### src/rtl/jtag_tap_sync.sv
// Oversampled IEEE 1149.1 TAP controller: JTAG pads are synchronised into clk, TCK edges are
// detected there, and the TAP FSM drives IR, IDCODE, BYPASS and USER data registers.
module jtag_tap_sync #(
  parameter int unsigned       IR_LEN       = 4,
  parameter logic [31:0]       IDCODE_VALUE = 32'h149511C3,
  parameter logic [IR_LEN-1:0] IDCODE_OP    = 4'h1,
  parameter logic [IR_LEN-1:0] BYPASS_OP    = 4'hF,
  parameter logic [IR_LEN-1:0] USER_OP      = 4'h8,
  parameter int unsigned       USER_LEN     = 32,
  parameter int unsigned       SYNC_STAGES  = 2
) (
  input  logic                clk,
  input  logic                rst_n,
  input  logic                tck,
  input  logic                tms,
  input  logic                tdi,
  output logic                tdo,
  output logic                tdo_oe,
  output logic [3:0]          tap_state,
  output logic [IR_LEN-1:0]   ir_out,
  input  logic [USER_LEN-1:0] user_capture_data,
  output logic [USER_LEN-1:0] user_update_data,
  output logic                user_update_valid
);

  typedef enum logic [3:0] {
    StTlr    = 4'hF,
    StRti    = 4'hC,
    StSelDr  = 4'h7,
    StCapDr  = 4'h6,
    StShDr   = 4'h2,
    StEx1Dr  = 4'h1,
    StPauDr  = 4'h3,
    StEx2Dr  = 4'h0,
    StUpdDr  = 4'h5,
    StSelIr  = 4'h4,
    StCapIr  = 4'hE,
    StShIr   = 4'hA,
    StEx1Ir  = 4'h9,
    StPauIr  = 4'hB,
    StEx2Ir  = 4'h8,
    StUpdIr  = 4'hD
  } tap_state_e;

  localparam logic [IR_LEN-1:0] IrCapture = IR_LEN'(4'b0101);

  logic [SYNC_STAGES-1:0] tck_sync, tms_sync, tdi_sync;
  logic                   tck_prev;
  logic                   tck_s, tms_s, tdi_s;
  logic                   rise, fall;

  tap_state_e             state_q, state_d;
  logic [IR_LEN-1:0]      ir_sr;
  logic [31:0]            idcode_sr;
  logic                   bypass_sr;
  logic [USER_LEN-1:0]    user_sr;
  logic                   dr_bit0;

  assign tck_s = tck_sync[SYNC_STAGES-1];
  assign tms_s = tms_sync[SYNC_STAGES-1];
  assign tdi_s = tdi_sync[SYNC_STAGES-1];
  assign rise  = tck_s & ~tck_prev;
  assign fall  = ~tck_s & tck_prev;

  assign tap_state = state_q;

  // tms/tdi share tck's delay so they are sampled as they were at the pad edge.
  always_ff @(posedge clk or negedge rst_n) begin
    if (!rst_n) begin
      tck_sync <= '0;
      tms_sync <= '0;
      tdi_sync <= '0;
      tck_prev <= 1'b0;
    end else begin
      tck_sync <= {tck_sync[SYNC_STAGES-2:0], tck};
      tms_sync <= {tms_sync[SYNC_STAGES-2:0], tms};
      tdi_sync <= {tdi_sync[SYNC_STAGES-2:0], tdi};
      tck_prev <= tck_s;
    end
  end

  always_comb begin
    state_d = state_q;
    if (rise) begin
      unique case (state_q)
        StTlr:   state_d = tms_s ? StTlr   : StRti;
        StRti:   state_d = tms_s ? StSelDr : StRti;
        StSelDr: state_d = tms_s ? StSelIr : StCapDr;
        StCapDr: state_d = tms_s ? StEx1Dr : StShDr;
        StShDr:  state_d = tms_s ? StEx1Dr : StShDr;
        StEx1Dr: state_d = tms_s ? StUpdDr : StPauDr;
        StPauDr: state_d = tms_s ? StEx2Dr : StPauDr;
        StEx2Dr: state_d = tms_s ? StUpdDr : StShDr;
        StUpdDr: state_d = tms_s ? StSelDr : StRti;
        StSelIr: state_d = tms_s ? StTlr   : StCapIr;
        StCapIr: state_d = tms_s ? StEx1Ir : StShIr;
        StShIr:  state_d = tms_s ? StEx1Ir : StShIr;
        StEx1Ir: state_d = tms_s ? StUpdIr : StPauIr;
        StPauIr: state_d = tms_s ? StEx2Ir : StPauIr;
        StEx2Ir: state_d = tms_s ? StUpdIr : StShIr;
        StUpdIr: state_d = tms_s ? StSelDr : StRti;
      endcase
    end
  end

  // Unrecognised opcodes fall through to the bypass bit.
  always_comb begin
    if (ir_out == IDCODE_OP) begin
      dr_bit0 = idcode_sr[0];
    end else if (ir_out == USER_OP) begin
      dr_bit0 = user_sr[0];
    end else begin
      dr_bit0 = bypass_sr;
    end
  end

  always_ff @(posedge clk or negedge rst_n) begin
    if (!rst_n) begin
      state_q           <= StTlr;
      ir_sr             <= '0;
      idcode_sr         <= '0;
      bypass_sr         <= 1'b0;
      user_sr           <= '0;
      ir_out            <= IDCODE_OP;
      user_update_data  <= '0;
      user_update_valid <= 1'b0;
    end else begin
      state_q           <= state_d;
      user_update_valid <= 1'b0;
      if (rise) begin
        unique case (state_q)
          StCapIr: ir_sr <= IrCapture;
          StShIr:  ir_sr <= {tdi_s, ir_sr[IR_LEN-1:1]};
          StCapDr: begin
            if (ir_out == IDCODE_OP) begin
              idcode_sr <= IDCODE_VALUE;
            end else if (ir_out == USER_OP) begin
              user_sr <= user_capture_data;
            end else begin
              bypass_sr <= 1'b0;
            end
          end
          StShDr: begin
            if (ir_out == IDCODE_OP) begin
              idcode_sr <= {tdi_s, idcode_sr[31:1]};
            end else if (ir_out == USER_OP) begin
              user_sr <= {tdi_s, user_sr[USER_LEN-1:1]};
            end else begin
              bypass_sr <= tdi_s;
            end
          end
          default: ;
        endcase
        if (state_d == StUpdIr) begin
          ir_out <= ir_sr;
        end else if (state_d == StTlr) begin
          ir_out <= IDCODE_OP;
        end
        if (state_d == StUpdDr && ir_out == USER_OP) begin
          user_update_data  <= user_sr;
          user_update_valid <= 1'b1;
        end
      end
    end
  end

  always_ff @(posedge clk or negedge rst_n) begin
    if (!rst_n) begin
      tdo    <= 1'b0;
      tdo_oe <= 1'b0;
    end else if (fall) begin
      tdo    <= (state_q == StShIr) ? ir_sr[0] : (state_q == StShDr) ? dr_bit0 : 1'b0;
      tdo_oe <= (state_q == StShIr) || (state_q == StShDr);
    end
  end

endmodule

### config.mk
export PLATFORM = sky130hd
export DESIGN_NAME = jtag_tap_sync
export DESIGN_NICKNAME = d
export VERILOG_FILES = /design/src/rtl/jtag_tap_sync.sv
export SDC_FILE = /design/constraint.sdc
export NUM_CORES = 1
export LEC_CHECK = 0
export BUFFER_PORTS_ARGS = -buffer_cell sky130_fd_sc_hd__buf_2
export CORE_AREA = 2 2 110 112
export DETAILED_ROUTE_END_ITERATION = 8
export DIE_AREA = 0 0 112 114
export GPL_TIMING_DRIVEN = 0
export PLACE_DENSITY = 0.67
export SYNTH_ARGS = -nofsm -noshare
export SYNTH_HDL_FRONTEND = slang
export SYNTH_SLANG_ARGS = --single-unit
### constraint.sdc
create_clock -name clk -period 1.8 [get_ports clk]
set_input_delay 0.18 -clock clk [delete_from_list [all_inputs] [get_ports clk]]
set_output_delay 0.18 -clock clk [all_outputs]
set_load 0.03 [all_outputs]
==> results by group, run 1 <==
Outcome
  – Status: finished with violations
  – Failing checks: setup timing

Clocking
  – CTS Buf Count: 17
  – Clk_lat worst skew: 410 ps
  – H-tree depth: 4
  – Maximum buffer depth of the clock tree: 2
  – Root Driver: clkbuf_16
  – Worst-path clk slew: 60 ps
  – Sink Count: 119
  – CTS tree: yes

Logic synthesis
  – Post-synth ARST share: 100.0%
  – Post-Synth Simple-Gate Area: 20.25%
  – Mux contribution to synthesized area: 9.301%
  – Avg Inst Size Synth: 10.36 um2
  – Syn Inst Count: 491
  – Top FF cell, synth: dfrtp_1
  – Synth Area in Compound Gates: 8.317%
  – Synth Area in XOR/XNOR: 0.1722%
  – Top post-synthesis cells by area: dfrtp_1, mux2_4, nand2_1
  – Largest family of logic cells by synthesized area: simple AND/OR/NAND/NOR gates
  – #FFs+latches synth: 119
  – EDFF count, synth: 0
  – Post-synth top area cell: dfrtp_1
  – Most common cell in the netlist: nand2_1
  – Register area share after synthesis: 58.69%
  – Synth warn: 0
  – Post-synth top cells: nand2_1, dfrtp_1, nor2_1, a31oi_1, mux2_4
  – Post-Syn Nets: 528
  – Cell Area, Synth: 0.005085 mm2
  – Post-synthesis adder-cell area fraction: 0%
  – Distinct cells, synth: 44
  – Top-area cell type share of the netlist area: 56.10%

Worst setup path
  – CP Capture Point: user_update_data[10]
  – CP max stage cell: dfstp_2
  – Worst setup SP type: register
  – FF-to-FF path depth: 6
  – Critical path required time: 2090 ps
  – WP depth: 6
  – Worst Path Buf+Inv: 2
  – CP max FO: 7
  – Worst path arrival time: 2140 ps
  – RR Startpoint: tap_state[1]
  – R2R Setup Slk: -60 ps
  – Crit-path max cell delay: 600 ps
  – CP Class: reg2reg
  – Top delay family on crit path: flip-flops
  – Crit. End Element: register
  – Reg-to-reg endpoint: user_update_data[10]
  – Launch point of the worst path: tap_state[1]
  – CP cell instances: nand2b_4, nand2b_1, o2111ai_4, buf_12, clkbuf_16, mux2_4

Die
  – Die ar.: 0.01277 mm2
  – Die Y: 114 um
  – Row count: 40
  – Initial core utilization: 43.42%
  – Core area: 0.01171 mm2
  – I/O pins: 80
  – Die width: 112 um

Pwr
  – Logic pwr share: 22.3%
  – P_leak: 3.302 nW
  – Sequential share of power: 40.3%
  – Sw Share: 31.57%
  – Worst IR Drop VDD: 0.6883 mV
  – Clock share of power: 37.4%
  – Int Pwr: 0.005600 W
  – Power per cell area: 1232 mW/mm2
  – P_sw: 0.002584 W

STA
  – Min cycle time layout: 1855 ps
  – Max-Slew Margin vs Limit: 66.68%
  – Clock skew: 7.298 ps
  – Period utilization: 103.1%
  – Setup_tns: -1102 ps
  – Setup violators final: 32
  – Final setup margin: -55.13 ps
  – RSZ-0062 raised after global routing: true
  – Final Hold Fails: 0
  – Final Slew Violations: 0
  – Slew @ Worst Pin: 498.5 ps
  – Fmax: 539.0 MHz

GRT
  – Total gr overflow: 0
  – First-pass GRT wire length: 19020 um
  – Vias in the first global route: 3953
  – Initial antenna violation count: 0
  – Total track usage: 18.49%
  – Largest net degree at the start of global routing: 98

Route
  – Post-DRT Antenna Nets: 0
  – Wire per inst: 15.10 um
  – Vias/cell: 5.233
  – Total wire length: 11540 um
  – Detailed Routing Iterations Pass 1: 5
  – # DRC: 0
  – Routed vias: 3998
  – Initial DRC Count: 315

Flow run
  – Max-cap viol count: 0

Finish
  – Final nets: 641
  – Final Util: 56.74%
  – Layout cells sized above 1: 33.87%
  – Antenna diode instance count: 0
  – Synthesis-to-finish area growth: 30.68%

Placement
  – Placement-stage worst setup slack: -329.8 ps
  – PortBufs: 79
  – RD Place Congestion: 0.8299
  – Dpl hpwl: 7553 um

Worst hold path
  – Worst Hold Class: in2reg
## power by group through the flow
stage               logic [W]  registers, W  clock network, W
global placement      0.00163       0.00331                 0
finish                0.00183       0.00330           0.00306
detailed placement    0.00168       0.00333                 0
floorplan             0.00105       0.00344                 0
CTS                   0.00173       0.00329           0.00309
global route          0.00201       0.00334           0.00322
## worst reg2reg max path: cells and delay by family (launching register included)
kind	cells	cell delay [ps]
AOI/OAI and AO/OA	1	150
DFF	1	600
muxes	1	300
and+or+nand+nor	2	350
buffers and inverters	2	350
## logic make-up (layout without fill, tap and decap cells)
group,after synthesis,count (layout)
buffers and inverters,36,162
AOI/OAI and AO/OA,65,65
xor gates and xnor gates,1,1
and+or+nand+nor,238,238
DFF,119,119
muxes,32,32
## per-layer routing
| metal | routed length, um | global-route usage [%] | part of all wire (%) |
|---|---|---|---|
| met4 | 138 | 6.423 | 1.2 |
| met5 | 0 | 0 | 0 |
| met2 | 5541 | 29.37 | 48 |
| met3 | 468 | 4.888 | 4.1 |
| met1 | 5388 | 24.84 | 47 |
## what timing repair did
action	CTS	global route
buffers inserted	1	7
cloned	0	4
setup endpoints to repair	94	101
hold buffers	4	0
pin swaps	0	1
hold endpoints to repair	25	0
gates resized for setup	22	51
## layout make-up
| type | count | area, um2 |
|---|---|---|
| tap | 147 | 183.9 |
| clock buffer | 18 | 429.2 |
| buffer | 31 | 269.0 |
| timing repair buffer | 96 | 625.6 |
| sequential | 119 | 2985 |
| inverter | 3 | 11.26 |
| fill | 974 | 5066 |
| clock inverter | 14 | 111.4 |
| multi-input combinational | 336 | 2029 |
## per-stage QoR
step / instances / instance area [um2] / power (W) / hold WS (ps)
2_1_floorplan: 491 / 5137 / 0.004495 / -115.6
6_report: 764 / 6645 / 0.008184 / 21.24
4_1_cts: 754 / 6377 / 0.008112 / 14.44
3_5_place_dp: 718 / 5751 / 0.005004 / 53.23
5_1_grt: 764 / 6645 / 0.008567 / 27.05
3_3_place_gp: 717 / 5717 / 0.004940 / 289.5
## placed cells by master, fill, tap and decap left out, types with 4 or more instances in the layout
cell	netlist	final
nand3_1	21	21
o21ai_1	8	8
nand2b_1	7	4
nor3_1	12	8
nand2_1	115	115
nor2_1	64	64
dfrtp_1	114	113
buf_2	7	82
o21ai_0	8	8
buf_4	0	9
clkbuf_4	0	4
nor3_2	1	4
dlygate4sd3_1	0	4
mux2_4	30	32
buf_12	0	4
buf_6	3	7
clkbuf_2	0	11
clkbuf_16	0	20
a31oi_1	32	32
dfstp_2	5	5
a21oi_1	4	4
clkinv_2	0	7
clkinvlp_4	0	5
## how the worst min path moves through the flow
stage          cells after the start  slack, ps                   from                  end
2_1_floorplan                      0       -120                  rst_n            bypass_sr
3_3_place_gp                       1        290                    tdi          tdi_sync[0]
3_5_place_dp                       1         50                  rst_n  user_update_data[7]
4_1_cts                            3         10  user_capture_data[20]          user_sr[20]
5_1_grt                            3         30  user_capture_data[20]          user_sr[20]
6_report                           3         20  user_capture_data[20]          user_sr[20]
## sequential cells by signal, summed over array words and instances, names as in the netlist, 4 cells and up
signal            flops
idcode_sr            32
ir_out                4
ir_sr                 4
tap_state             4
user_sr              32
user_update_data     32
Note: power is estimated with default switching activity, not from simulation.
==> inputs of run 2 (changes only) <==
--- a/config.mk
+++ b/config.mk
@@ -6,11 +6,12 @@
 export NUM_CORES = 1
 export LEC_CHECK = 0
 export BUFFER_PORTS_ARGS = -buffer_cell sky130_fd_sc_hd__buf_2
-export CORE_AREA = 2 2 110 112
+export CORE_AREA = 2 2 104 106
 export DETAILED_ROUTE_END_ITERATION = 8
-export DIE_AREA = 0 0 112 114
+export DIE_AREA = 0 0 106 108
 export GPL_TIMING_DRIVEN = 0
-export PLACE_DENSITY = 0.67
+export PLACE_DENSITY = 0.74
+export SKIP_LAST_GASP = 1
 export SYNTH_ARGS = -nofsm -noshare
 export SYNTH_HDL_FRONTEND = slang
 export SYNTH_SLANG_ARGS = --single-unit
==> run 2 against run 1 <==
Effect of this change: cell count increased by 3.0%; clock skew is 1.3 ps higher; critical path type unchanged; first-iteration DRC count shrank 17%; setup slack lost 50 ps; highest routed layer unchanged; sequential power about the same; combinational power increased by 12%; critical path depth did not move; power is 14% higher; the flow still finishes with violations (setup timing); maximum frequency fell by 2.6%.
==> results by group, run 2 (synthesized netlist as in run 1, its figures left out) <==
Outcome
  – Status: finished with violations
  – Failing checks: setup timing

GRT
  – Initial antenna violation count: 0
  – Largest net degree at the start of global routing: 101
  – Total gr overflow: 0
  – Total track usage: 22.37%
  – Vias in the first global route: 4138
  – First-pass GRT wire length: 20070 um

Worst setup path
  – Crit. End Element: register
  – Worst setup SP type: register
  – Worst path arrival time: 2300 ps
  – CP Class: reg2reg
  – CP cell instances: buf_8, o21ai_0, nand2b_1, o2111ai_4, buf_6, mux2_4
  – Crit-path max cell delay: 550 ps
  – CP max stage cell: dfstp_2
  – CP max FO: 10
  – Critical path required time: 2200 ps

Pwr
  – P_sw: 0.002760 W
  – Sequential share of power: 35.7%
  – Clock share of power: 42.3%
  – P_leak: 3.479 nW
  – Int Pwr: 0.006531 W
  – Power per cell area: 1312 mW/mm2
  – Sw Share: 29.71%
  – Logic pwr share: 22.0%
  – Worst IR Drop VDD: 0.7165 mV

STA
  – Clock skew: 8.609 ps
  – Setup violators final: 33
  – Setup_tns: -2842 ps
  – Final setup margin: -104.8 ps
  – Max-Slew Margin vs Limit: 54.56%
  – RSZ-0062 raised after global routing: true
  – Min cycle time layout: 1905 ps
  – Final Hold Fails: 0
  – Final Slew Violations: 0
  – Fmax: 525.0 MHz
  – Slew @ Worst Pin: 664.4 ps
  – Period utilization: 105.8%

Finish
  – Antenna diode instance count: 0
  – Synthesis-to-finish area growth: 39.25%
  – Multi-input logic area: 0.002038 mm2
  – Filler cell count: 683
  – Most frequent cells in the layout: nand2_1, dfrtp_1, buf_2, nor2_1, dlygate4sd3_1
  – Layout cells sized above 1: 32.26%
  – Final Util: 69.21%
  – Most common cell after layout, fill and taps aside: nand2_1
  – Register area: 0.002984 mm2
  – Final nets: 675
  – Largest registers: idcode_sr x32, user_sr x32, user_update_data x32

Clocking
  – H-tree depth: 4
  – Sink Count: 119
  – Maximum buffer depth of the clock tree: 2
  – Worst-path clk slew: 60 ps
  – CTS Buf Count: 17
  – Root Driver: clkbuf_8
  – CTS tree: yes
  – Clk_lat worst skew: 520 ps

Route
  – Detailed Routing Iterations Pass 1: 5
  – WL met1: 5633 um
  – Highest metal used: met4
  – Total wire length: 12800 um
  – Initial DRC Count: 260
  – Post-DRT Antenna Nets: 0
  – # DRC: 0
  – Routed vias: 4206
  – Vias/cell: 5.344
  – Met2 wire length: 6485 um
  – Met3 wire length: 580 um
  – Wire per inst: 16.27 um

Flow run
  – Max-cap viol count: 0

Die
  – Row count: 37
  – Core area: 0.01023 mm2
  – Die ar.: 0.01145 mm2
  – Die width: 106 um
  – I/O pins: 80
  – Initial core utilization: 49.70%
  – Die Y: 108 um

Placement
  – RD Place Congestion: 0.8221
  – Placement-stage worst setup slack: -279.3 ps
  – Dpl hpwl: 7362 um
  – PortBufs: 79

Worst hold path
  – Worst Hold Class: in2async
-- run 2: final cells by class --
class / count / share of cell area (%)
buffer: 31 / 3.658
clock buffer: 17 / 5.849
clock inverter: 15 / 3.888
inverter: 3 / 0.1590
multi-input combinational: 336 / 28.79
sequential: 119 / 42.15
tap: 136 / 2.403
timing repair buffer: 130 / 13.11
-- run 2: through the flow --
stage / instance area [um2] / total power [W] / hold WS, ps / instances
6_report: 7081 / 0.009291 / 71.10 / 787
5_1_grt: 7081 / 0.009696 / 78.12 / 787
4_1_cts: 6867 / 0.009117 / 54.38 / 777
3_5_place_dp: 5737 / 0.004998 / 35.35 / 707
3_3_place_gp: 5703 / 0.004927 / 288.6 / 706
2_1_floorplan: 5137 / 0.004495 / -115.6 / 491
-- run 2: worst paths after layout --
path / slack [ps] / endpoint / from / cells after the start
max: -100 / user_update_data[2] / tap_state[3] / 6
min: 70 / user_update_data[8] / rst_n / 2
max reg2reg: -100 / user_update_data[2] / tap_state[3] / 6
min reg2reg: 350 / tms_sync[1] / tms_sync[0] / 0
max in group asynchronous: 990 / ir_out[0] / rst_n / 3
min in group clk: 300 / tms_sync[0] / tms / 2
-- run 2: repair_timing --
action | 4_1_cts | 5_1_grt
setup buffers | 3 | 9
setup endpoints to repair | 94 | 99
hold buffers | 36 | 0
pin swaps | 1 | 0
endpoints found under the hold margin | 149 | 0
cloned | 0 | 2
resized for setup | 25 | 45
-- run 2: worst max-delay path: cells and delay by family (launching register included) --
| kind | cells | cell delay (ps) |
|---|---|---|
| flops | 1 | 550 |
| simple gates | 1 | 190 |
| mux | 1 | 300 |
| buf+inv | 2 | 370 |
| compound gates | 2 | 360 |
-- run 2: per-layer routing --
layer	global-route usage, %	up-vias
met5	0	-
met4	8.835	0
met3	4.943	12
met2	37.74	140
met1	28.35	2087
li1	-	1967
-- run 2: power by group through the flow --
stage / clock network, W / registers [W] / logic, W
finish: 0.00393 / 0.00331 / 0.00205
floorplan: 0 / 0.00344 / 0.00105
global route: 0.00411 / 0.00335 / 0.00224
detailed placement: 0 / 0.00333 / 0.00167
global placement: 0 / 0.00332 / 0.00161
CTS: 0.00398 / 0.00329 / 0.00185
==> inputs of run 3 (changes only) <==
--- a/config.mk
+++ b/config.mk
@@ -6,11 +6,11 @@
 export NUM_CORES = 1
 export LEC_CHECK = 0
 export BUFFER_PORTS_ARGS = -buffer_cell sky130_fd_sc_hd__buf_2
-export CORE_AREA = 2 2 104 106
+export CORE_AREA = 2 2 103 105
 export DETAILED_ROUTE_END_ITERATION = 8
-export DIE_AREA = 0 0 106 108
+export DIE_AREA = 0 0 105 107
 export GPL_TIMING_DRIVEN = 0
-export PLACE_DENSITY = 0.74
+export PLACE_DENSITY = 0.75
 export SKIP_LAST_GASP = 1
 export SYNTH_ARGS = -nofsm -noshare
 export SYNTH_HDL_FRONTEND = slang
==> run 3 against run 2 <==
Effect of this change: the run still ends with setup timing left; setup slack gained 5.3 ps; combinational power is essentially flat; core utilization grew 0.17 points; global-route usage shrank 0.19 points; hold slack gained 51 ps; largest cell class unchanged.
==> results by group, run 3 (synthesized netlist as in run 1, its figures left out) <==
GRT
  – First-pass GRT wire length: 19590 um
  – Total track usage: 22.18%
  – Initial antenna violation count: 0
  – Largest net degree at the start of global routing: 87
  – Vias in the first global route: 4047
  – Total gr overflow: 0

Route
  – Wire per inst: 15.95 um
  – Initial DRC Count: 259
  – Met3 wire length: 623 um
  – Post-DRT Antenna Nets: 0
  – Vias/cell: 5.410
  – Detailed Routing Iterations Pass 1: 5
  – WL met1: 5485 um
  – Total wire length: 12620 um
  – Highest metal used: met4
  – Met2 wire length: 6251 um
  – # DRC: 0
  – Routed vias: 4279

Finish
  – Most common cell after layout, fill and taps aside: nand2_1
  – Most frequent cells in the layout: nand2_1, dfrtp_1, buf_2, nor2_1, dlygate4sd3_1
  – Largest registers: idcode_sr x32, user_sr x32, user_update_data x32
  – Final nets: 679
  – Design area: 0.007002 mm2
  – Final Non-Filler Cells: 791
  – Antenna diode instance count: 0
  – Synthesis-to-finish area growth: 37.70%
  – Layout cells sized above 1: 31.45%

Pwr
  – Design Power: 0.008565 W
  – Sequential share of power: 38.5%
  – P_sw: 0.002672 W
  – Worst IR Drop VDD: 0.8719 mV
  – Sw Share: 31.19%
  – Power per cell area: 1223 mW/mm2
  – P_leak: 3.475 nW
  – Logic pwr share: 24.2%
  – Clock share of power: 37.3%
  – Int Pwr: 0.005894 W

Die
  – Die ar.: 0.01124 mm2
  – Initial core utilization: 50.38%
  – Core area: 0.01009 mm2
  – I/O pins: 80
  – Die Y: 107 um
  – Row count: 37
  – Die width: 105 um

Worst setup path
  – R2R Setup Slk: -100 ps
  – CP Class: reg2reg
  – CP max FO: 7
  – Worst path arrival time: 2300 ps
  – Critical path required time: 2200 ps
  – Worst setup SP type: register
  – Crit. End Element: register

Clocking
  – CTS tree: yes
  – H-tree depth: 4
  – Worst-path clk slew: 60 ps
  – Maximum buffer depth of the clock tree: 2
  – Root Driver: clkbuf_8
  – Sink Count: 119
  – CTS Buf Count: 17
  – Clk_lat worst skew: 520 ps

STA
  – Final Slew Violations: 0
  – Final setup margin: -99.51 ps
  – Min cycle time layout: 1900 ps
  – Final Hold Fails: 0
  – Slew @ Worst Pin: 501.1 ps
  – Max-Slew Margin vs Limit: 66.51%
  – RSZ-0062 raised after global routing: true
  – Clock skew: 8.875 ps
  – Setup violators final: 32
  – Period utilization: 105.5%
  – Fmax: 526.5 MHz

Placement
  – Dpl hpwl: 7483 um
  – Placed instance area: 0.005737 mm2
  – Placed Instances: 707
  – PortBufs: 79
  – RD Place Congestion: 0.8066

Outcome
  – Failing checks: setup timing
  – Status: finished with violations

Flow run
  – Max-cap viol count: 0

Worst hold path
  – Worst Hold Class: in2async
## run 3: metrics by stage
stage	setup TNS [ps]	utilization, %	worst slack (ps)	hold slack, ps
2_1_floorplan	-1393	-	-45.39	-115.6
3_3_place_gp	-108930	56.51	-853.7	288.3
3_5_place_dp	-13730	56.84	-300.4	86.26
4_1_cts	-2181	66.54	-77.22	105.0
5_1_grt	-4171	69.38	-126.6	137.6
6_report	-2461	69.38	-99.51	122.1
## run 3: final cells by class
| cell class | instances | area (um2) |
|---|---|---|
| multi-input combinational | 336 | 2011 |
| tap | 136 | 170.2 |
| clock buffer | 20 | 435.4 |
| fill | 689 | 3090 |
| inverter | 3 | 11.26 |
| buffer | 31 | 266.5 |
| timing repair buffer | 134 | 994.7 |
| sequential | 119 | 2984 |
| clock inverter | 12 | 128.9 |
## run 3: timing repair
| action | in CTS | in global routing |
|---|---|---|
| endpoints found under the hold margin | 149 | 0 |
| pin swaps | 1 | 1 |
| hold buffers | 36 | 0 |
| gates resized for setup | 22 | 40 |
| buffers inserted | 2 | 12 |
| endpoints found under the setup margin | 93 | 98 |
| cloned | 0 | 4 |
## run 3: path summary, 6_finish.rpt
check / endpoint / startpoint / cells past startpoint
setup / recovery: user_update_data[2] / tap_state[2] / 7
hold / removal: user_update_data[9] / rst_n / 2
setup reg to reg: user_update_data[2] / tap_state[2] / 7
hold reg to reg: tms_sync[1] / tms_sync[0] / 0
max in group asynchronous: user_sr[2] / rst_n / 3
min in group clk: tck_sync[0] / tck / 2
## run 3: per-layer routing
layer | vias up | track usage [%]
met5 | - | 0
met4 | 0 | 7.619
met3 | 30 | 6.383
met2 | 152 | 36.41
met1 | 2121 | 28.34
li1 | 1976 | -
## run 3: power by group through the flow
stage | clock (W) | sequential [W] | combinational, W
2_1_floorplan | 0 | 0.00344 | 0.00105
3_3_place_gp | 0 | 0.00331 | 0.00161
3_5_place_dp | 0 | 0.00332 | 0.00166
4_1_cts | 0.00326 | 0.00329 | 0.00178
5_1_grt | 0.00338 | 0.00334 | 0.00226
6_report | 0.00319 | 0.00330 | 0.00207
## run 3: worst max-delay path, cell delays in order (launching register included)
cell and delay (ps):
dfstp_2 540, buf_8 120, nand2b_4 70, a211oi_4 250, o2111ai_4 150, buf_12 190, clkbuf_16 160, mux2_4 300
